`src/rtl/tanh_pwl_eval.sv`:
```
// tanh_pwl_eval: 3-stage piecewise-linear tanh evaluator, y = slope*|x|*sign(x) + intercept in sign-magnitude Q format.
module tanh_pwl_eval #(
  parameter int FRAC_BITS = 15,
  parameter int CNT_W     = 16
) (
  input  logic             clk,
  input  logic             rst,
  input  logic             in_valid,
  output logic             in_ready,
  input  logic [31:0]      in_data,
  output logic [31:0]      lut_x,
  input  logic [31:0]      lut_slope,
  input  logic [31:0]      lut_intercept,
  output logic             out_valid,
  input  logic             out_ready,
  output logic [31:0]      out_data,
  output logic [CNT_W-1:0] sample_cnt
);
  logic               en, v1, v2;
  logic [31:0]        x1, s1, i1;
  logic [62:0]        prod, shifted;
  logic [30:0]        p_mag;
  logic signed [31:0] p_s, ic_s, p2, ic2;
  logic signed [33:0] sum;
  logic [33:0]        mag;
  logic [31:0]        y;
  assign en       = ~out_valid | out_ready;
  assign in_ready = en;
  assign lut_x    = in_data;
  always_comb begin
    prod    = {31'b0, s1} * {32'b0, x1[30:0]};
    shifted = prod >> FRAC_BITS;
    p_mag   = |shifted[62:31] ? 31'h7FFFFFFF : shifted[30:0];
    p_s     = x1[31] ? -$signed({1'b0, p_mag}) : $signed({1'b0, p_mag});
    ic_s    = i1[31] ? -$signed({1'b0, i1[30:0]}) : $signed({1'b0, i1[30:0]});
    sum     = {{2{p2[31]}}, p2} + {{2{ic2[31]}}, ic2};
    mag     = sum[33] ? -sum : sum;
    y       = {sum[33], |mag[33:31] ? 31'h7FFFFFFF : mag[30:0]};
  end
  always_ff @(posedge clk or posedge rst) begin
    if (rst) begin
      v1        <= 1'b0;
      v2        <= 1'b0;
      out_valid <= 1'b0;
      x1        <= '0;
      s1        <= '0;
      i1        <= '0;
      p2        <= '0;
      ic2       <= '0;
      out_data  <= '0;
    end else if (en) begin
      v1        <= in_valid;
      x1        <= in_data;
      s1        <= lut_slope;
      i1        <= lut_intercept;
      v2        <= v1;
      p2        <= p_s;
      ic2       <= ic_s;
      out_valid <= v2;
      out_data  <= y;
    end
  end
  always_ff @(posedge clk or posedge rst) begin
    if (rst) sample_cnt <= '0;
    else if (out_valid && out_ready) sample_cnt <= sample_cnt + 1'b1;
  end
endmodule

```
`config.mk`:
```
export PLATFORM = sky130hd
export DESIGN_NAME = tanh_pwl_eval
export DESIGN_NICKNAME = d
export VERILOG_FILES = /design/src/rtl/tanh_pwl_eval.sv
export SDC_FILE = /design/constraint.sdc
export NUM_CORES = 2
export LEC_CHECK = 0
export CAP_MARGIN = 30
export CORE_MARGIN = 1.5
export CORE_UTILIZATION = 25
export CTS_BUF_LIST = sky130_fd_sc_hd__clkbuf_2
export DETAILED_ROUTE_END_ITERATION = 10
export MAX_ROUTING_LAYER = met4
export PLACE_DENSITY = 0.49
export SLEW_MARGIN = 20
export SYNTH_ARGS = -nofsm -noshare
export SYNTH_HDL_FRONTEND = slang
export SYNTH_SLANG_ARGS = --single-unit
```
`constraint.sdc`:
```
create_clock -name clk -period 19.7 [get_ports clk]
set_input_delay 3.94 -clock clk [delete_from_list [all_inputs] [get_ports clk]]
set_output_delay 3.94 -clock clk [all_outputs]
set_load 0.02 [all_outputs]
```
==> metrics.md <==
| Metric | Value |
|---|---|
| Core ar. | 180000 um^2 |
| Share of cells above drive strength 1 | 4.68% |
| Mean Syn Cell Area | roughly 9 um^2 |
| Port bufs | 181 |
| Fmax | 83.3 MHz |
| Initial Util | between 20% and 30% |
| Async set-reset flop share out of synthesis | 100% |
| Crit start category | register |
| Clock buffer count from CTS | 70 |
| Required time worst endpoint | 20.82 ns |
| Count leader, synth | nand2_1 |
| Crit. Startpoint | x1[14]$_DFFE_PP0P_ |
| Setup Fix Bufs, Post-CTS | 0 |
| CP max FO | 28 |
| H-tree levels | 3 |
| Synth area leader | fa_1 |
| Clock Tree Root | clkbuf_2 |
| Finished Cell Area | 50200 um^2 |
| Antenna-violating nets left | 0 |
| Most used cell, CP | fa_1 |
| Highest-delay cell along the critical path | dfrtp_1 |
| Status | finished, final reports clean |
| Initial DRC Count | 1679 |
| Hold path depth | 2 |
| Fin. max-slew vios | 0 |
| Largest net degree at the start of global routing | 102 |
| Worst r2r path cells | 33 |
| Clk Latency, worst-skew pair | 1.33 ns |
| Layout area overhead | 10.8% |
| DRT Wirelength | 134000 um |
| Number of synthesis warnings | 0 |
| Die W | 429 um |
| Worst EP arrival | about 13 ns |
| RSZ-0062 raised after global routing | false |
| DRC Markers | 0 |
| Drt pass-1 iters | 5 |
| Setup CP Type | register to register |
| Initial antenna violation count | 7 |
| DP HPWL | roughly 110000 um |
| Area after DPL | ~50000 um^2 |
| Clk sinks | 211 |
| Sequential element share of the synthesized area | 11.7% |
| Setup TNS | 0 ns |
| Synth top cells by count | nand2_1, fa_1, inv_1 |
| Reg clk slew, reported paths | around 0.12 ns |
| Rows | 156 |
| Net count after synthesis | 6426 |
| Synthesized cell area | 45300 um^2 |
| Worst-margin pin slew | approximately 0.96 ns |
| Endpoints failing setup | 0 |
| Slowest stage delay, CP | 0.75 ns |
| Die area | 184000 um^2 |
| Final net count | 6437 |
| Synth Instances | 5171 |
| Post-layout min period | 12.01 ns |
| Post-synthesis cell type count | a little over 90 |
| Worst Setup End Kind | register |
| Fin. Hold Viols | 0 |
| Yosys reg bits | ~210 |
| Final Skew | between 0.15 and 0.2 ns |
| First-pass GRT wire length | 220000 um |
| Reg-to-Reg Start | x1[14]$_DFFE_PP0P_ |
| Crit share post-route | 61.0% |
| Total track usage | 15.5% |
| DR vias/cell | about 4.6 |
| GP Congestion | 0.902 |
| GR Overflow Total | 0 |
| Vias in the first global route | 37800 |
| Cts hold-fix bufs | 0 |
| Ys flop type | dfrtp_1 |
| Vias | 34700 |
| Worst Hold Class | register to register |
| Vert. Die Dim | roughly 430 um |
| Slew HR | about a third |
| EDFF count, synth | 0 |
| TritonCTS clock tree | built |
| Yosys top cell area share | between 30% and 40% |
| Largest cells by area after synthesis | fa_1, dfrtp_1, and2_1 |
| Total of max-cap violations | 0 |
| Routed len/inst | 17.6 um |
| PostCTS Resize Cnt | 0 |
| Clock tree buffer depth | 3 |
| Top-level I/O count | 182 |
| Hold Crit Start | v2$_DFFE_PP0P_ |
[area by class of cell]
type                    count  area, um^2
diodes                      8        20.0
fillers                 19600      130000
clock buffers              95         475
well taps                2370        2970
clock inverters            28         200
multi-input cells        3790       35500
flip-flops and latches    211        5280
repair buffers            256        2530
inverters                 853        3210
[critical path: cells and delay by family, from the launching register on]
| kind | cells | cell delay, ns |
|---|---|---|
| AO/OA/AOI/OAI | 6 | 1.64 |
| multiplexers | 1 | 0.37 |
| AND/OR/NAND/NOR | 12 | 3.70 |
| flip-flops | 1 | 0.75 |
| adder cells (fa/ha/maj) | 10 | 4.74 |
| buffers and inverters | 4 | 0.55 |
[state kept, by name, summed over array words and instances (netlist names), 16 cells and up]
| name | count |
|---|---|
| i1 | 32 |
| ic2 | 32 |
| out_data | 32 |
| p2 | 32 |
| s1 | 32 |
| sample_cnt | 16 |
| x1 | 32 |
[per-layer routing]
metal  global-route usage [%]  vias to the layer above  part of all wire (%)
met5                        -                        -                     0
met4                     3.32                        0                   1.8
met3                     2.01                      138                   4.1
met2                     25.0                      650                    47
met1                     20.8                    17900                    47
li1                         -                    16000                     -
[layout by cell type, fill, tap and decap left out, types with 25 or more instances in the layout]
cell	instances
a211oi_1	27
a21o_1	35
a21oi_1	144
and2_1	615
buf_4	62
clkbuf_2	95
clkdlybuf4s50_1	181
dfrtp_1	209
fa_1	866
ha_1	289
inv_1	850
nand2_1	880
nand3_1	43
nand4_1	38
nor2_1	161
nor3_1	44
o21a_1	33
o21ai_0	117
o21ai_1	27
or3_1	25
xnor2_1	61
xor2_1	59
[cells by family after synthesis]
family | after synthesis | synth area share (%)
AO/OA/AOI/OAI | 593 | 8.81
buffers and inverters | 1170 | 10.0
multiplexers | 17 | 0.392
XOR/XNOR | 120 | 2.32
adder cells (fa/ha/maj) | 1155 | 46.3
flip-flops | 211 | 11.7
AND/OR/NAND/NOR | 1905 | 20.5
[metrics by stage]
step | utilization [%] | hold WS [ns] | cells | setup slack, ns
after floorplan | - | 0.430 | 5171 | 9.60
after global placement | 27.3 | 0.444 | 7467 | 7.68
after detailed placement | 27.4 | 0.452 | 7477 | 7.80
after CTS | 27.8 | 0.475 | 7600 | 7.70
after global routing | 27.8 | 0.502 | 7611 | 7.08
final | 27.8 | 0.468 | 7611 | 7.69
[final timing paths]
| path | to | slack (ns) |
|---|---|---|
| min reg2reg | v2$_DFFE_PP0P_ | 0.47 |
| max | p2[28]$_DFFE_PP0P_ | 7.69 |
| min | v2$_DFFE_PP0P_ | 0.47 |
| max reg2reg | p2[28]$_DFFE_PP0P_ | 7.69 |
| min in group asynchronous | x1[14]$_DFFE_PP0P_ | 3.22 |
| max in group asynchronous | sample_cnt[4]$_DFFE_PP0P_ | 15.03 |
Power is not shown: default switching activity piles up to over one toggle a cycle in this logic, so the estimate is an artifact.
